File: src/rtl/pwm_timebase.sv
// Parametrised PWM timebase: prescaled up, down or center-aligned counter with
// shadow-buffered period/prescale, one-shot stop and single-cycle event pulses.
module pwm_timebase #(
    parameter int WIDTH     = 16,
    parameter int PSC_WIDTH = 8
) (
    input  logic                 clk,
    input  logic                 rst,
    input  logic                 en,
    input  logic                 count_reset,
    input  logic [1:0]           mode,
    input  logic                 one_shot,
    input  logic [WIDTH-1:0]     period,
    input  logic [PSC_WIDTH-1:0] prescale,
    output logic [WIDTH-1:0]     count_val,
    output logic                 dir,
    output logic                 tick,
    output logic                 ovf,
    output logic                 unf,
    output logic                 running
);

    typedef enum logic [1:0] {
        CNT_UP,
        CNT_DOWN,
        CNT_CENTER
    } count_mode_t;

    typedef enum logic {
        DIR_DOWN = 1'b0,
        DIR_UP   = 1'b1
    } count_dir_t;

    count_mode_t          cur_mode;

    logic [WIDTH-1:0]     count_q,       count_d;
    logic [PSC_WIDTH-1:0] psc_q,         psc_d;
    count_dir_t           int_dir_q,     int_dir_d;
    logic                 done_q,        done_d;
    logic [WIDTH-1:0]     period_sh,     period_sh_d;
    logic [PSC_WIDTH-1:0] prescale_sh,   prescale_sh_d;
    logic                 tick_q,        tick_d;
    logic                 ovf_q,         ovf_d;
    logic                 unf_q,         unf_d;
    logic                 dir_q,         dir_d;
    logic                 running_q,     running_d;
    logic                 step;
    logic                 update;

    always_comb begin
        cur_mode = CNT_UP;
        case (mode)
            2'b01:   cur_mode = CNT_DOWN;
            2'b10:   cur_mode = CNT_CENTER;
            default: cur_mode = CNT_UP;
        endcase
    end

    // Next-state logic; rst is applied in the register process.
    always_comb begin
        count_d       = count_q;
        psc_d         = psc_q;
        int_dir_d     = int_dir_q;
        done_d        = done_q;
        period_sh_d   = period_sh;
        prescale_sh_d = prescale_sh;
        tick_d        = 1'b0;
        ovf_d         = 1'b0;
        unf_d         = 1'b0;
        step          = 1'b0;
        update        = 1'b0;

        if (count_reset) begin
            count_d       = '0;
            psc_d         = '0;
            int_dir_d     = DIR_UP;
            done_d        = 1'b0;
            period_sh_d   = period;
            prescale_sh_d = prescale;
        end else if (!en) begin
            period_sh_d   = period;
            prescale_sh_d = prescale;
            done_d        = 1'b0;
        end else if (!done_q) begin
            // >= keeps the prescaler bounded if its shadow shrank while disabled
            if (psc_q >= prescale_sh) begin
                psc_d = '0;
                step  = 1'b1;
            end else begin
                psc_d = psc_q + PSC_WIDTH'(1);
            end
        end

        if (step) begin
            tick_d = 1'b1;
            case (cur_mode)
                CNT_DOWN: begin
                    if (count_q == '0) begin
                        count_d = period;
                        unf_d   = 1'b1;
                        update  = 1'b1;
                    end else begin
                        count_d = count_q - WIDTH'(1);
                    end
                end
                CNT_CENTER: begin
                    if (int_dir_q == DIR_UP) begin
                        if (count_q >= period_sh) begin
                            int_dir_d = DIR_DOWN;
                            count_d   = (period_sh == '0) ? '0 : period_sh - WIDTH'(1);
                            ovf_d     = 1'b1;
                        end else begin
                            count_d = count_q + WIDTH'(1);
                        end
                    end else begin
                        if (count_q == '0) begin
                            int_dir_d = DIR_UP;
                            count_d   = (period_sh == '0) ? '0 : WIDTH'(1);
                            unf_d     = 1'b1;
                            update    = 1'b1;
                        end else begin
                            count_d = count_q - WIDTH'(1);
                        end
                    end
                end
                default: begin
                    if (count_q >= period_sh) begin
                        count_d = '0;
                        ovf_d   = 1'b1;
                        update  = 1'b1;
                    end else begin
                        count_d = count_q + WIDTH'(1);
                    end
                end
            endcase

            if (update) begin
                period_sh_d   = period;
                prescale_sh_d = prescale;
                if (one_shot) begin
                    done_d = 1'b1;
                end
            end
        end

        case (cur_mode)
            CNT_DOWN:   dir_d = 1'b0;
            CNT_CENTER: dir_d = (int_dir_d == DIR_UP);
            default:    dir_d = 1'b1;
        endcase

        running_d = en & ~done_d;
    end

    always_ff @(posedge clk) begin
        if (rst) begin
            count_q     <= '0;
            psc_q       <= '0;
            int_dir_q   <= DIR_UP;
            done_q      <= 1'b0;
            period_sh   <= '0;
            prescale_sh <= '0;
            tick_q      <= 1'b0;
            ovf_q       <= 1'b0;
            unf_q       <= 1'b0;
            dir_q       <= 1'b1;
            running_q   <= 1'b0;
        end else begin
            count_q     <= count_d;
            psc_q       <= psc_d;
            int_dir_q   <= int_dir_d;
            done_q      <= done_d;
            period_sh   <= period_sh_d;
            prescale_sh <= prescale_sh_d;
            tick_q      <= tick_d;
            ovf_q       <= ovf_d;
            unf_q       <= unf_d;
            dir_q       <= dir_d;
            running_q   <= running_d;
        end
    end

    assign count_val = count_q;
    assign dir       = dir_q;
    assign tick      = tick_q;
    assign ovf       = ovf_q;
    assign unf       = unf_q;
    assign running   = running_q;

endmodule

File: config.mk
export PLATFORM = sky130hd
export DESIGN_NAME = pwm_timebase
export DESIGN_NICKNAME = d
export VERILOG_FILES = /design/src/rtl/pwm_timebase.sv
export SDC_FILE = /design/constraint.sdc
export NUM_CORES = 1
export LEC_CHECK = 0
export BUFFER_PORTS_ARGS = -buffer_cell sky130_fd_sc_hd__buf_4
export CAP_MARGIN = 0
export CORE_ASPECT_RATIO = 2
export CORE_MARGIN = 2
export CORE_UTILIZATION = 25
export CTS_CLUSTER_SIZE = 8
export DETAILED_ROUTE_END_ITERATION = 10
export GPL_TIMING_DRIVEN = 0
export PLACE_DENSITY = 0.53
export RECOVER_POWER = 25
export SETUP_SLACK_MARGIN = 0.1
export SKIP_LAST_GASP = 1
export SLEW_MARGIN = 20
export SYNTH_ARGS = -nofsm -noshare
export SYNTH_HDL_FRONTEND = slang
export SYNTH_SLANG_ARGS = --single-unit
File: constraint.sdc
create_clock -name clk -period 6.88 [get_ports clk]
set_input_delay 0.344 -clock clk [delete_from_list [all_inputs] [get_ports clk]]
set_output_delay 0.344 -clock clk [all_outputs]
set_load 0.01 [all_outputs]
==> results of run 1 <==
cell families after synthesis:
family | after synthesis | synth area share, %
xor gates and xnor gates | 41 | 7.619
buffers and inverters | 76 | 6.929
muxes | 34 | 7.327
and+or+nand+nor | 233 | 26.92
adders and majority gates | 32 | 8.495
DFF | 55 | 23.36
AOI/OAI and AO/OA | 129 | 19.35
metal layers:
metal / vias to the layer above / global-route usage [%] / wire length, um
li1: 2280 / - / -
met1: 2242 / 17.28 / 6158
met2: 217 / 39.78 / 11170
met3: 92 / 2.506 / 849
met4: 0 / 17.67 / 1796
met5: - / 0 / 0
power by group through the flow:
stage / clock [W] / combinational (W) / sequential, W
2_1_floorplan: 0 / 0.000171 / 0.000348
3_3_place_gp: 0 / 0.000267 / 0.000351
3_5_place_dp: 0 / 0.000265 / 0.000351
4_1_cts: 0.000284 / 0.000267 / 0.000344
5_1_grt: 0.000293 / 0.000289 / 0.000345
6_report: 0.000277 / 0.000270 / 0.000344
synthesized netlist by cell type, drive strengths merged (18+ instances only):
| library cell | count | share of area, % |
|---|---|---|
| nand3 | 22 | 2.3 |
| clkbuf | 27 | 2.2 |
| nor3 | 18 | 2.0 |
| inv | 38 | 3.0 |
| o21ai | 26 | 2.8 |
| dfxtp | 55 | 23 |
| xnor2 | 23 | 4.3 |
| mux2i | 30 | 6.4 |
| ha | 32 | 8.5 |
| xor2 | 18 | 3.3 |
| nand2b | 55 | 7.3 |
| nand2 | 41 | 3.3 |
| nor2 | 42 | 3.3 |
| a21oi | 23 | 2.4 |
cell type report:
type                    count  area, um^2  share of cell area, %
inverters                  38       142.6                  2.616
clock buffers               5       125.1                  2.295
clock inverters             2       16.27                 0.2984
multi-input cells         469        3292                  60.39
flip-flops and latches     55        1101                  20.20
well taps                 219       274.0                  5.026
repair buffers             52       316.6                  5.807
plain buffers              38       183.9                  3.374
worst paths after layout:
kind                       start        endpoint  cells after the start
setup / recovery    count_val[0]   period_sh[11]                     12
hold / removal       prescale[2]  prescale_sh[2]                      3
setup reg to reg    count_val[0]   period_sh[11]                     12
hold reg to reg   prescale_sh[5]  prescale_sh[5]                      2
state kept, by name, indices dropped and copies added, names as in the netlist, 8 cells and up:
| name | flops |
|---|---|
| count_val | 16 |
| period_sh | 16 |
| prescale_sh | 8 |
| psc_q | 8 |
worst max-delay path: stages (launching register included):
cell,delay [ns]
dfxtp_1,0.48
clkbuf_1,0.41
inv_1,0.27
ha_1,0.34
nand2b_1,0.14
a2111o_1,0.49
a311oi_4,0.64
nand2_2,0.37
a21oi_1,0.40
o211a_1,0.20
buf_6,0.15
buf_6,0.19
mux2i_1,0.21
per-stage QoR:
stage / cells / instance area [um^2] / util (%) / total power [W] / hold WS (ns)
2_1_floorplan: 600 / 4713 / - / 0.0005185 / 0.4519
3_3_place_gp: 870 / 5370 / 28.79 / 0.0006178 / 0.4629
3_5_place_dp: 871 / 5381 / 28.85 / 0.0006167 / 0.4690
4_1_cts: 878 / 5523 / 29.60 / 0.0008945 / 0.2785
5_1_grt: 878 / 5451 / 29.22 / 0.0009269 / 0.2855
6_report: 878 / 5451 / 29.22 / 0.0008916 / 0.2802
==> impl_results.html, run 1 <==
<table>
<tr><th>Metric</th><th>Value</th></tr>
<tr><th colspan="2">Logic synthesis</th></tr>
<tr><td>Number of synthesized flops with an enable pin</td><td>0</td></tr>
<tr><td>Number of storage elements in the synthesis netlist</td><td>55</td></tr>
<tr><td>Sequential element share of the synthesized area</td><td>23.36%</td></tr>
<tr><td>Post-Syn Instances</td><td>600</td></tr>
<tr><td>Warnings from Yosys</td><td>0</td></tr>
<tr><td>Async SR Flop Fraction</td><td>0%</td></tr>
<tr><td>Post-synthesis instance area</td><td>4713 um^2</td></tr>
<tr><td>Syn Area/Cell</td><td>7.855 um^2</td></tr>
<tr><td>Post-synthesis net count</td><td>~660</td></tr>
<tr><td>Primary flip-flop cell chosen by synthesis mapping</td><td>dfxtp_1</td></tr>
<tr><td>Yosys cell types</td><td>65</td></tr>
<tr><th colspan="2">Cells and area</th></tr>
<tr><td>Layout overhead on the synthesized area</td><td>15.66%</td></tr>
<tr><td>Filler Cell Count</td><td>about 2000</td></tr>
<tr><td>Commonest cells after routing, fill and taps aside</td><td>nand2b_1 (55), dfxtp_1 (55), clkbuf_1 (46)</td></tr>
<tr><td>N_diodes</td><td>0</td></tr>
<tr><td>Number of nets in the layout</td><td>722</td></tr>
<tr><td>Ratio of cells with drive above 1 in the final layout</td><td>about a tenth</td></tr>
<tr><th colspan="2">CTS</th></tr>
<tr><td># resized after CTS</td><td>0</td></tr>
<tr><td>Setup Buffers After CTS</td><td>0</td></tr>
<tr><td>H-tree lvl count</td><td>2</td></tr>
<tr><td>Clock insertion delay at the later pin of the skew report</td><td>0.32 ns</td></tr>
<tr><td>Cts bufs inserted</td><td>5</td></tr>
<tr><td>Buffers from clock root to sink, at most</td><td>2</td></tr>
<tr><td>Number of sinks driven by the clock tree</td><td>55</td></tr>
<tr><td>Root Driver</td><td>clkbuf_16</td></tr>
<tr><td>Clock input transition at the sequential cells of the worst setup and hold paths</td><td>0.09 ns</td></tr>
<tr><td>Count of hold buffers inserted by post-cts repair</td><td>0</td></tr>
<tr><td>TritonCTS clock tree</td><td>done</td></tr>
<tr><th colspan="2">Place</th></tr>
<tr><td>Detailed-placement wirelength estimate</td><td>16300 um</td></tr>
<tr><td>Number of input and output port buffers inserted</td><td>51</td></tr>
<tr><td>DP Worst Slack</td><td>2.573 ns</td></tr>
<tr><td>Gpl congestion</td><td>0.9769</td></tr>
<tr><th colspan="2">STA</th></tr>
<tr><td>Maximum clock rate</td><td>228.4 MHz</td></tr>
<tr><td>Fin worst setup slack</td><td>around 2.5 ns</td></tr>
<tr><td>Final-report hold violation count</td><td>0</td></tr>
<tr><td>Period minus WS final</td><td>4.379 ns</td></tr>
<tr><td>Post-route clock skew</td><td>0.01355 ns</td></tr>
<tr><td>Worst slew margin relative to its limit</td><td>roughly 22%</td></tr>
<tr><td>Slew Viols, Final</td><td>0</td></tr>
<tr><td>Transition time at the pin with the least slew margin</td><td>1.163 ns</td></tr>
<tr><td>Unrepaired setup endpoints after global routing</td><td>false</td></tr>
<tr><td>Final period utilization</td><td>63.64%</td></tr>
<tr><td>Total setup violations reported at the end of the flow</td><td>0</td></tr>
<tr><td>Post-Route Setup TNS</td><td>0 ns</td></tr>
<tr><th colspan="2">Floorplan</th></tr>
<tr><td>Floorplan die area</td><td>20030 um^2</td></tr>
<tr><td>Initial standard-cell utilization of the core</td><td>25.26%</td></tr>
<tr><td>Boundary Pins</td><td>52</td></tr>
<tr><td>Die Height</td><td>198.2 um</td></tr>
<tr><td>Core box area</td><td>between 15000 and 20000 um^2</td></tr>
<tr><td>Number of rows created at floorplan</td><td>71</td></tr>
<tr><td>Floorplan die width</td><td>101.1 um</td></tr>
<tr><th colspan="2">Min path</th></tr>
<tr><td>Hold Path Class</td><td>in -&gt; reg</td></tr>
<tr><th colspan="2">Worst setup path</th></tr>
<tr><td>Register-to-Register Setup Slack</td><td>2.50 ns</td></tr>
<tr><td>Top fanout value on the critical path</td><td>10</td></tr>
<tr><td>Crit end category</td><td>register</td></tr>
<tr><td>Required time at the worst-slack endpoint</td><td>7.12 ns</td></tr>
<tr><td>Data arrival at the endpoint of the critical path</td><td>roughly 4.6 ns</td></tr>
<tr><td>Crit Path Category</td><td>reg -&gt; reg</td></tr>
<tr><td>Critical path launch point type</td><td>register</td></tr>
<tr><th colspan="2">Power</th></tr>
<tr><td>Static leakage</td><td>2.120 nW</td></tr>
<tr><td>Sequential cell fraction of total power</td><td>between 30% and 40%</td></tr>
<tr><td>Total power divided by cell area</td><td>163.6 nW/um^2</td></tr>
<tr><td>Net switching share of the total power</td><td>36.57%</td></tr>
<tr><td>Peak ir drop on the vdd network</td><td>approximately 0.085 mV</td></tr>
<tr><td>Internal</td><td>0.0005656 W</td></tr>
<tr><td>Power spent charging and discharging nets</td><td>0.0003260 W</td></tr>
<tr><td>Logic gate share of total power</td><td>30.3%</td></tr>
<tr><td>Power share of the clock group</td><td>31.1%</td></tr>
<tr><th colspan="2">Drt</th></tr>
<tr><td>Routed wire length per instance</td><td>22.75 um</td></tr>
<tr><td>Number of remaining DRC errors</td><td>0</td></tr>
<tr><td>Wirelength, routed</td><td>~20000 um</td></tr>
<tr><td>Via count</td><td>4831</td></tr>
<tr><td>Number of violations reported at the end of detailed-routing iteration 0</td><td>between 400 and 500</td></tr>
<tr><td>Antenna violation net count after detailed routing</td><td>0</td></tr>
<tr><td>Drt pass-1 iters</td><td>6</td></tr>
<tr><td>Via density per instance</td><td>5.502</td></tr>
<tr><th colspan="2">Global route</th></tr>
<tr><td>Number of global-route vias before repair</td><td>5054</td></tr>
<tr><td>First-pass GRT wire length</td><td>29640 um</td></tr>
<tr><td>Total global routing overflow</td><td>0</td></tr>
<tr><td>All-layer global routing usage</td><td>20.45%</td></tr>
<tr><td>Number of antenna violations at the first check in global routing</td><td>0</td></tr>
<tr><td>Maximum number of pins on one net before global-route repair</td><td>18</td></tr>
<tr><th colspan="2">Job</th></tr>
<tr><td>Maximum capacitance violations</td><td>0</td></tr>
<tr><th colspan="2">Run status</th></tr>
<tr><td>Outcome</td><td>finished clean</td></tr>
</table>
No activity file was read; power rests on OpenSTA's default activity.
==> inputs of run 2 (changes only) <==
Settings changed: PLACE_DENSITY 0.53 to 0.54.
Clock period 6.88 ns to 3.55 ns, I/O delays scaled along.
==> impl_results.html, run 2 (same netlist as run 1, synthesis figures left out) <==
<table>
<tr><th>Metric</th><th>Value</th></tr>
<tr><th colspan="2">Run status</th></tr>
<tr><td>Outcome</td><td>finished clean (unchanged)</td></tr>
<tr><th colspan="2">Floorplan</th></tr>
<tr><td>Initial standard-cell utilization of the core</td><td>25.26% (unchanged)</td></tr>
<tr><td>Die Height</td><td>198.2 um (unchanged)</td></tr>
<tr><td>Floorplan die area</td><td>20030 um^2 (unchanged)</td></tr>
<tr><td>Floorplan die width</td><td>101.1 um (unchanged)</td></tr>
<tr><td>Boundary Pins</td><td>52 (unchanged)</td></tr>
<tr><td>Number of rows created at floorplan</td><td>71 (unchanged)</td></tr>
<tr><td>Core box area</td><td>18660 um^2 (unchanged)</td></tr>
<tr><th colspan="2">CTS</th></tr>
<tr><td>TritonCTS clock tree</td><td>done (unchanged)</td></tr>
<tr><td>H-tree lvl count</td><td>2 (unchanged)</td></tr>
<tr><td>Count of hold buffers inserted by post-cts repair</td><td>0 (unchanged)</td></tr>
<tr><td>Clock insertion delay at the later pin of the skew report</td><td>0.32 ns (about the same)</td></tr>
<tr><td>Root Driver</td><td>clkbuf_16 (unchanged)</td></tr>
<tr><td>Buffers from clock root to sink, at most</td><td>2 (unchanged)</td></tr>
<tr><td>Number of sinks driven by the clock tree</td><td>55 (unchanged)</td></tr>
<tr><td>Cts bufs inserted</td><td>5 (unchanged)</td></tr>
<tr><td>Clock input transition at the sequential cells of the worst setup and hold paths</td><td>0.08 ns (was 0.09 ns)</td></tr>
<tr><th colspan="2">Cells and area</th></tr>
<tr><td>Ratio of cells with drive above 1 in the final layout</td><td>11.33% (was 10.02%)</td></tr>
<tr><td>Number of nets in the layout</td><td>725 (was 722)</td></tr>
<tr><td>Final cell count without fillers</td><td>881 (was 878)</td></tr>
<tr><td>Combined area of the multi-input logic cells</td><td>3331 um^2 (was 3292 um^2)</td></tr>
<tr><td>Final Core Density</td><td>29.58% (was 29.22%)</td></tr>
<tr><td>Layout overhead on the synthesized area</td><td>17.10% (was 15.66%)</td></tr>
<tr><td>Total area of sequential cells</td><td>1101 um^2 (unchanged)</td></tr>
<tr><td>N_diodes</td><td>0 (unchanged)</td></tr>
<tr><td>Filler Cell Count</td><td>2065 (was 2041)</td></tr>
<tr><td>Commonest cells after routing, fill and taps aside</td><td>nand2b_1 (55), dfxtp_1 (55), clkbuf_1 (45) (was nand2b_1 (55), dfxtp_1 (55), clkbuf_1 (46))</td></tr>
<tr><th colspan="2">Global route</th></tr>
<tr><td>Maximum number of pins on one net before global-route repair</td><td>18 (unchanged)</td></tr>
<tr><td>First-pass GRT wire length</td><td>28520 um (was 29640 um)</td></tr>
<tr><td>Number of antenna violations at the first check in global routing</td><td>0 (unchanged)</td></tr>
<tr><td>Total global routing overflow</td><td>0 (unchanged)</td></tr>
<tr><td>Number of global-route vias before repair</td><td>4909 (was 5054)</td></tr>
<tr><td>All-layer global routing usage</td><td>19.53% (was 20.45%)</td></tr>
<tr><th colspan="2">Worst setup path</th></tr>
<tr><td>Register-to-Register Setup Slack</td><td>0.21 ns (was 2.50 ns)</td></tr>
<tr><td>Critical path launch point type</td><td>register (unchanged)</td></tr>
<tr><td>Top fanout value on the critical path</td><td>10 (unchanged)</td></tr>
<tr><td>Crit Path Category</td><td>reg -&gt; reg (unchanged)</td></tr>
<tr><td>Crit end category</td><td>register (unchanged)</td></tr>
<tr><td>Data arrival at the endpoint of the critical path</td><td>3.54 ns (was 4.62 ns)</td></tr>
<tr><td>Reg-to-reg startpoint</td><td>count_val[0] (unchanged)</td></tr>
<tr><td>Endpoint of the worst-slack reg-to-reg timing path</td><td>count_val[10] (was period_sh[11])</td></tr>
<tr><td>Required time at the worst-slack endpoint</td><td>3.74 ns (was 7.12 ns)</td></tr>
<tr><td>Reg2Reg Depth</td><td>11 (was 12)</td></tr>
<tr><th colspan="2">Power</th></tr>
<tr><td>Static leakage</td><td>2.149 nW (was 2.120 nW)</td></tr>
<tr><td>Logic gate share of total power</td><td>30.7% (was 30.3%)</td></tr>
<tr><td>Power share of the clock group</td><td>31.1% (about the same)</td></tr>
<tr><td>Power spent charging and discharging nets</td><td>0.0006366 W (was 0.0003260 W)</td></tr>
<tr><td>Peak ir drop on the vdd network</td><td>0.2240 mV (was 0.08512 mV)</td></tr>
<tr><td>Net switching share of the total power</td><td>36.58% (was 36.57%)</td></tr>
<tr><td>Internal</td><td>0.001104 W (was 0.0005656 W)</td></tr>
<tr><td>Total power divided by cell area</td><td>315.3 nW/um^2 (was 163.6 nW/um^2)</td></tr>
<tr><td>Sequential cell fraction of total power</td><td>38.3% (was 38.6%)</td></tr>
<tr><th colspan="2">Drt</th></tr>
<tr><td>Wirelength, routed</td><td>19480 um (was 19970 um)</td></tr>
<tr><td>Number of remaining DRC errors</td><td>0 (unchanged)</td></tr>
<tr><td>Number of violations reported at the end of detailed-routing iteration 0</td><td>419 (was 445)</td></tr>
<tr><td>Drt pass-1 iters</td><td>8 (was 6)</td></tr>
<tr><td>Total length of routed met3 wires</td><td>789 um (was 849 um)</td></tr>
<tr><td>Top routing layer in use</td><td>met4 (unchanged)</td></tr>
<tr><td>Antenna violation net count after detailed routing</td><td>0 (unchanged)</td></tr>
<tr><td>Via count</td><td>4829 (was 4831)</td></tr>
<tr><td>Met2 routed wirelength</td><td>10630 um (was 11170 um)</td></tr>
<tr><td>Routed wire length per instance</td><td>22.11 um (was 22.75 um)</td></tr>
<tr><td>Routed met1 length</td><td>6045 um (was 6158 um)</td></tr>
<tr><td>Via density per instance</td><td>5.481 (was 5.502)</td></tr>
<tr><th colspan="2">STA</th></tr>
<tr><td>Total setup violations reported at the end of the flow</td><td>0 (unchanged)</td></tr>
<tr><td>Maximum clock rate</td><td>299.2 MHz (was 228.4 MHz)</td></tr>
<tr><td>Unrepaired setup endpoints after global routing</td><td>true (was false)</td></tr>
<tr><td>Period minus WS final</td><td>3.342 ns (was 4.379 ns)</td></tr>
<tr><td>Final-report hold violation count</td><td>0 (unchanged)</td></tr>
<tr><td>Final period utilization</td><td>94.14% (was 63.64%)</td></tr>
<tr><td>Worst slew margin relative to its limit</td><td>23.61% (was 22.21%)</td></tr>
<tr><td>Transition time at the pin with the least slew margin</td><td>1.135 ns (was 1.163 ns)</td></tr>
<tr><td>Post-Route Setup TNS</td><td>0 ns (unchanged)</td></tr>
<tr><td>Post-route clock skew</td><td>0.005029 ns (was 0.01355 ns)</td></tr>
<tr><td>Slew Viols, Final</td><td>0 (unchanged)</td></tr>
<tr><th colspan="2">Min path</th></tr>
<tr><td>Start point of the worst hold path</td><td>prescale[5] (was prescale[2])</td></tr>
<tr><td>Hold Path Class</td><td>in -&gt; reg (unchanged)</td></tr>
<tr><td>Number of stages on the worst hold path</td><td>3 (unchanged)</td></tr>
<tr><td>Hold EP</td><td>prescale_sh[5] (was prescale_sh[2])</td></tr>
<tr><th colspan="2">Place</th></tr>
<tr><td>Detailed-placement wirelength estimate</td><td>15920 um (was 16300 um)</td></tr>
<tr><td>Number of input and output port buffers inserted</td><td>51 (unchanged)</td></tr>
<tr><td>DP Cell Count</td><td>871 (unchanged)</td></tr>
<tr><td>Gpl congestion</td><td>1.046 (was 0.9769)</td></tr>
<tr><th colspan="2">Job</th></tr>
<tr><td>Maximum capacitance violations</td><td>0 (unchanged)</td></tr>
</table>
[run 2: timing repair]
action | 4_1_cts | 5_1_grt
pin swaps | 1 | 0
resized for setup | 6 | 5
setup buffers | 3 | 0
setup endpoints to repair | 45 | 28
[run 2: how the worst max path moves through the flow]
stage                       from             to  cells after the start
CTS                 count_val[1]   count_val[6]                     12
floorplan           count_val[0]  count_val[10]                     11
finish              count_val[0]  count_val[10]                     11
global route        count_val[0]  count_val[11]                     12
global placement    count_val[0]   period_sh[8]                     12
detailed placement  count_val[0]   period_sh[5]                     12
[run 2: critical path, stage by stage (launching register included)]
cell	delay, ns
dfxtp_1	0.40
buf_4	0.23
inv_1	0.14
ha_1	0.30
nand2b_1	0.14
a2111o_1	0.46
a311oi_4	0.28
and2_1	0.24
clkbuf_4	0.26
mux2_2	0.35
a211oi_1	0.29
o31ai_1	0.12
[run 2: cell type report]
type / count / area share [%]
flip-flops and latches: 55 / 19.95
plain buffers: 38 / 3.446
inverters: 38 / 2.584
clock buffers: 5 / 2.267
well taps: 219 / 4.965
clock inverters: 2 / 0.2947
multi-input cells: 469 / 60.35
repair buffers: 55 / 6.144
[run 2: metrics by stage]
| stage | hold slack, ns | power, W | cell area [um^2] | setup WS [ns] |
|---|---|---|---|---|
| final | 0.1210 | 0.001740 | 5519 | 0.2082 |
| after floorplan | 0.3296 | 0.001005 | 4713 | 0.3812 |
| after global placement | 0.4414 | 0.001188 | 5370 | -0.7073 |
| after global routing | 0.1332 | 0.001808 | 5519 | 0.06433 |
| after CTS | 0.1209 | 0.001733 | 5568 | 0.2036 |
| after detailed placement | 0.4506 | 0.001189 | 5381 | -0.6703 |
[run 2: power groups by stage]
stage | sequential (W) | clock [W] | combinational [W]
floorplan | 0.000674 | 0 | 0.000331
global placement | 0.000679 | 0 | 0.000508
detailed placement | 0.000680 | 0 | 0.000509
CTS | 0.000666 | 0.000549 | 0.000518
global route | 0.000669 | 0.000571 | 0.000568
finish | 0.000666 | 0.000541 | 0.000533
[run 2: metal layers]
layer	vias to the layer above	GRT usage, %
met5	-	0
met4	0	18.07
met3	88	2.259
met2	204	37.43
met1	2258	16.58
li1	2279	-
==> inputs of run 3 (changes only) <==
Settings changed: ABC_AREA from default to 1, CTS_BUF_LIST from default to sky130_fd_sc_hd__clkbuf_16, SLEW_MARGIN 20 to default.
==> impl_results.html, run 3 <==
<table>
<tr><th>Metric</th><th>Value</th></tr>
<tr><th colspan="2">Logic synthesis</th></tr>
<tr><td>Leading area contributor after synthesis</td><td>nand2_1 (was dfxtp_1)</td></tr>
<tr><td>Sequential element share of the synthesized area</td><td>19.91% (was 23.36%)</td></tr>
<tr><td>Number of storage elements in the synthesis netlist</td><td>55 (unchanged)</td></tr>
<tr><td>Proportion of netlist area held by the largest area contributor</td><td>23.76% (was 23.36%)</td></tr>
<tr><td>Async SR Flop Fraction</td><td>0% (unchanged)</td></tr>
<tr><td>Top cells by instance count after synthesis</td><td>nand2_1 (350), nor2_1 (136), inv_1 (113), nand3_1 (58), dfxtp_1 (55) (was dfxtp_1 (55), nand2b_1 (55), nor2_1 (42), nand2_1 (40), inv_1 (38))</td></tr>
<tr><td>Post-synthesis net count</td><td>1037 (was 663)</td></tr>
<tr><td>Warnings from Yosys</td><td>0 (unchanged)</td></tr>
<tr><td>Post-synthesis instance area</td><td>5529 um^2 (was 4713 um^2)</td></tr>
<tr><td>Yosys cell types</td><td>39 (was 65)</td></tr>
<tr><td>Number of synthesized flops with an enable pin</td><td>0 (unchanged)</td></tr>
<tr><td>Post-Syn Instances</td><td>974 (was 600)</td></tr>
<tr><td>Cell types with the largest area share after synthesis</td><td>nand2_1 (24%), dfxtp_1 (20%), nor2_1 (9.2%) (was dfxtp_1 (23%), ha_1 (8.5%), nand2b_1 (7.3%))</td></tr>
<tr><td>Syn Area/Cell</td><td>5.677 um^2 (was 7.855 um^2)</td></tr>
<tr><td>Primary flip-flop cell chosen by synthesis mapping</td><td>dfxtp_1 (unchanged)</td></tr>
<tr><td>Most frequently used cell type in the post-synthesis netlist</td><td>nand2_1</td></tr>
<tr><th colspan="2">Cells and area</th></tr>
<tr><td>Number of nets in the layout</td><td>1095 (was 725)</td></tr>
<tr><td>Layout overhead on the synthesized area</td><td>14.66% (was 17.10%)</td></tr>
<tr><td>Commonest cells after routing, fill and taps aside</td><td>nand2_1 (350), nor2_1 (136), inv_1 (113) (was nand2b_1 (55), dfxtp_1 (55), clkbuf_1 (45))</td></tr>
<tr><td>Final Core Density</td><td>28.99% (was 29.58%)</td></tr>
<tr><td>Final cell count without fillers</td><td>1309 (was 881)</td></tr>
<tr><td>Ratio of cells with drive above 1 in the final layout</td><td>11.13% (was 11.33%)</td></tr>
<tr><td>Final design area excluding fillers</td><td>6340 um^2 (was 5519 um^2)</td></tr>
<tr><td>N_diodes</td><td>0 (unchanged)</td></tr>
<tr><td>Most frequent standard cell in the layout excluding fill and tap cells</td><td>nand2_1</td></tr>
<tr><th colspan="2">Global route</th></tr>
<tr><td>Maximum number of pins on one net before global-route repair</td><td>21 (was 18)</td></tr>
<tr><td>All-layer global routing usage</td><td>17.59% (was 19.53%)</td></tr>
<tr><td>M1 GR Usage</td><td>23.63% (was 16.58%)</td></tr>
<tr><td>Number of antenna violations at the first check in global routing</td><td>0 (unchanged)</td></tr>
<tr><td>Number of global-route vias before repair</td><td>5836 (was 4909)</td></tr>
<tr><td>Met2 usage in global routing</td><td>28.96% (was 37.43%)</td></tr>
<tr><td>Highest-utilization routing layer at the global route stage</td><td>met2 (unchanged)</td></tr>
<tr><td>Total global routing overflow</td><td>0 (unchanged)</td></tr>
<tr><td>Routing usage on met3</td><td>2.280% (was 2.259%)</td></tr>
<tr><td>First-pass GRT wire length</td><td>31690 um (was 28520 um)</td></tr>
<tr><th colspan="2">Power</th></tr>
<tr><td>Static leakage</td><td>3.383 nW (was 2.149 nW)</td></tr>
<tr><td>Total power divided by cell area</td><td>302.8 nW/um^2 (was 315.3 nW/um^2)</td></tr>
<tr><td>Peak ir drop on the vdd network</td><td>0.1916 mV (was 0.2240 mV)</td></tr>
<tr><th colspan="2">STA</th></tr>
<tr><td>Total setup violations reported at the end of the flow</td><td>0 (unchanged)</td></tr>
<tr><td>Transition time at the pin with the least slew margin</td><td>0.8816 ns (was 1.135 ns)</td></tr>
<tr><td>Post-route clock skew</td><td>0.007129 ns (was 0.005029 ns)</td></tr>
<tr><td>Period minus WS final</td><td>2.599 ns (was 3.342 ns)</td></tr>
<tr><td>Maximum clock rate</td><td>384.8 MHz (was 299.2 MHz)</td></tr>
<tr><td>Fin worst setup slack</td><td>0.9512 ns (was 0.2082 ns)</td></tr>
<tr><td>Slew Viols, Final</td><td>0 (unchanged)</td></tr>
<tr><td>Post-Route Setup TNS</td><td>0 ns (unchanged)</td></tr>
<tr><td>Final-report hold violation count</td><td>0 (unchanged)</td></tr>
<tr><td>Unrepaired setup endpoints after global routing</td><td>false (was true)</td></tr>
<tr><td>Final period utilization</td><td>73.20% (was 94.14%)</td></tr>
<tr><td>Worst slew margin relative to its limit</td><td>41.23% (was 23.61%)</td></tr>
<tr><th colspan="2">CTS</th></tr>
<tr><td># resized after CTS</td><td>0 (was 6)</td></tr>
<tr><td>Number of sinks driven by the clock tree</td><td>55 (unchanged)</td></tr>
<tr><td>Count of hold buffers inserted by post-cts repair</td><td>0 (unchanged)</td></tr>
<tr><td>Root Driver</td><td>clkbuf_16 (unchanged)</td></tr>
<tr><td>H-tree lvl count</td><td>2 (unchanged)</td></tr>
<tr><td>Clock input transition at the sequential cells of the worst setup and hold paths</td><td>0.09 ns (was 0.08 ns)</td></tr>
<tr><td>TritonCTS clock tree</td><td>done (unchanged)</td></tr>
<tr><td>Clock insertion delay at the later pin of the skew report</td><td>0.32 ns (about the same)</td></tr>
<tr><td>Cts bufs inserted</td><td>5 (unchanged)</td></tr>
<tr><td>Buffers from clock root to sink, at most</td><td>2 (unchanged)</td></tr>
<tr><td>Setup Buffers After CTS</td><td>0 (was 3)</td></tr>
<tr><th colspan="2">Floorplan</th></tr>
<tr><td>Boundary Pins</td><td>52 (unchanged)</td></tr>
<tr><td>Number of rows created at floorplan</td><td>77 (was 71)</td></tr>
<tr><td>Core box area</td><td>21870 um^2 (was 18660 um^2)</td></tr>
<tr><td>Initial standard-cell utilization of the core</td><td>25.28% (was 25.26%)</td></tr>
<tr><td>Die Height</td><td>214.3 um (was 198.2 um)</td></tr>
<tr><td>Floorplan die width</td><td>109.2 um (was 101.1 um)</td></tr>
<tr><td>Floorplan die area</td><td>23390 um^2 (was 20030 um^2)</td></tr>
<tr><th colspan="2">Drt</th></tr>
<tr><td>Wirelength, routed</td><td>20090 um (was 19480 um)</td></tr>
<tr><td>Number of violations reported at the end of detailed-routing iteration 0</td><td>339 (was 419)</td></tr>
<tr><td>Antenna violation net count after detailed routing</td><td>0 (unchanged)</td></tr>
<tr><td>Via density per instance</td><td>4.661 (was 5.481)</td></tr>
<tr><td>Number of remaining DRC errors</td><td>0 (unchanged)</td></tr>
<tr><td>Via count</td><td>6101 (was 4829)</td></tr>
<tr><td>Drt pass-1 iters</td><td>5 (was 8)</td></tr>
<tr><td>Routed wire length per instance</td><td>15.35 um (was 22.11 um)</td></tr>
<tr><th colspan="2">Worst setup path</th></tr>
<tr><td>Top fanout value on the critical path</td><td>10 (unchanged)</td></tr>
<tr><td>Data arrival at the endpoint of the critical path</td><td>2.82 ns (was 3.54 ns)</td></tr>
<tr><td>Ordered list of cells on the worst path</td><td>buf_2 &gt; inv_1 &gt; ha_1 &gt; nand4_1 &gt; nor2_1 &gt; nor2_1 &gt; nand2_1 &gt; nand2_2 &gt; nand2_4 &gt; nand2_2 &gt; o21ai_4 &gt; nand2_4 &gt; buf_6 &gt; buf_8 &gt; nor2_2 &gt; nor2_1 (was buf_4 &gt; inv_1 &gt; ha_1 &gt; nand2b_1 &gt; a2111o_1 &gt; a311oi_4 &gt; and2_1 &gt; clkbuf_4 &gt; mux2_2 &gt; a211oi_1 &gt; o31ai_1)</td></tr>
<tr><td>Crit end category</td><td>register (unchanged)</td></tr>
<tr><td>Worst stage delay on the critical path</td><td>0.38 ns (was 0.46 ns)</td></tr>
<tr><td>Top delay family on crit path</td><td>simple AND/OR/NAND/NOR gates (was compound AO/OA/AOI/OAI gates)</td></tr>
<tr><td>Crit Path Category</td><td>reg -&gt; reg (unchanged)</td></tr>
<tr><td>Standard cell with the maximum stage delay on the critical path</td><td>dfxtp_1 (was a2111o_1)</td></tr>
<tr><td>Worst path buffer plus inverter count</td><td>4 (was 3)</td></tr>
<tr><td>Cell repeated most along the worst path</td><td>nor2_1</td></tr>
<tr><td>Critical path launch point type</td><td>register (unchanged)</td></tr>
<tr><td>Required time at the worst-slack endpoint</td><td>3.77 ns (was 3.74 ns)</td></tr>
<tr><th colspan="2">Place</th></tr>
<tr><td>DP Cell Count</td><td>1301 (was 871)</td></tr>
<tr><td>Post-place instance area</td><td>6257 um^2 (was 5381 um^2)</td></tr>
<tr><td>Number of input and output port buffers inserted</td><td>51 (unchanged)</td></tr>
<tr><td>Detailed-placement wirelength estimate</td><td>16170 um (was 15920 um)</td></tr>
<tr><td>Gpl congestion</td><td>0.8908 (was 1.046)</td></tr>
<tr><td>DP Worst Slack</td><td>0.9974 ns (was -0.6703 ns)</td></tr>
<tr><th colspan="2">Job</th></tr>
<tr><td>Maximum capacitance violations</td><td>0 (unchanged)</td></tr>
<tr><th colspan="2">Run status</th></tr>
<tr><td>Outcome</td><td>finished clean (unchanged)</td></tr>
<tr><th colspan="2">Min path</th></tr>
<tr><td>Hold Path Class</td><td>in -&gt; reg (unchanged)</td></tr>
</table>
-- run 3: cell types whose count changed after synthesis, moves of 11 or more --
| cell | previous run | this run |
|---|---|---|
| nand3b_1 | 2 | 13 |
| inv_1 | 38 | 113 |
| nand2_1 | 40 | 350 |
| xnor2_1 | 23 | 3 |
| nor2_1 | 42 | 136 |
| nand2b_1 | 55 | 0 |
| nor2_2 | 0 | 26 |
| clkbuf_1 | 27 | 15 |
| mux2i_1 | 30 | 0 |
| nand3_1 | 22 | 58 |
| o31ai_1 | 11 | 0 |
| a21oi_1 | 23 | 36 |
| nor3_1 | 17 | 6 |
-- run 3: stage by stage --
stage | hold WS [ns] | total power (W)
2_1_floorplan | 0.2466 | 0.001145
3_3_place_gp | 0.3817 | 0.001368
3_5_place_dp | 0.3839 | 0.001375
4_1_cts | 0.04122 | 0.001932
5_1_grt | 0.04916 | 0.002042
6_report | 0.05202 | 0.001920
-- run 3: worst paths after layout --
kind	depth (start not counted)	startpoint	end	slack [ns]
max	16	count_val[0]	prescale_sh[1]	0.95
min	2	rst	done_q	0.05
max reg2reg	16	count_val[0]	prescale_sh[1]	0.95
min reg2reg	2	done_q	done_q	0.50
-- run 3: cell type report --
type / instances / area [um^2]
Buffer: 40 / 232.7
Fill cell: 2486 / 15530
Timing Repair Buffer: 51 / 311.5
Clock inverter: 3 / 28.78
Multi-Input combinational cell: 761 / 3752
Inverter: 118 / 442.9
Clock buffer: 5 / 125.1
Tap cell: 276 / 345.3
Sequential cell: 55 / 1101
-- run 3: power by group --
group	total, W	switching, W	internal, W
Combinational	0.000697	0.000473	0.000224
Sequential	0.000666	0.0000240	0.000642
Clock	0.000557	0.000283	0.000274
Total	0.00192	0.000780	0.00114
-- run 3: routing by layer --
metal  up-vias  share of wire [%]
met5         -                  0
met2       193                 48
met4         0                2.2
met3        25                5.3
li1       3119                  -
met1      2764                 44
-- run 3: cell families (layout without fill, tap and decap cells) --
kind of cell	Yosys count	in the layout	share of synthesized area [%]
simple gates	622	622	48.52
buf+inv	158	217	12.22
compound gates	80	80	7.830
flops	55	55	19.91
fa+ha+maj	32	32	7.241
xor+xnor	27	27	4.277
-- run 3: worst register-to-register path: cells and delay by family, from the launching register on --
family,cells,cell delay (ns)
simple gates,10,0.97
fa+ha+maj,1,0.32
flops,1,0.38
buf+inv,4,0.74
compound gates,1,0.10
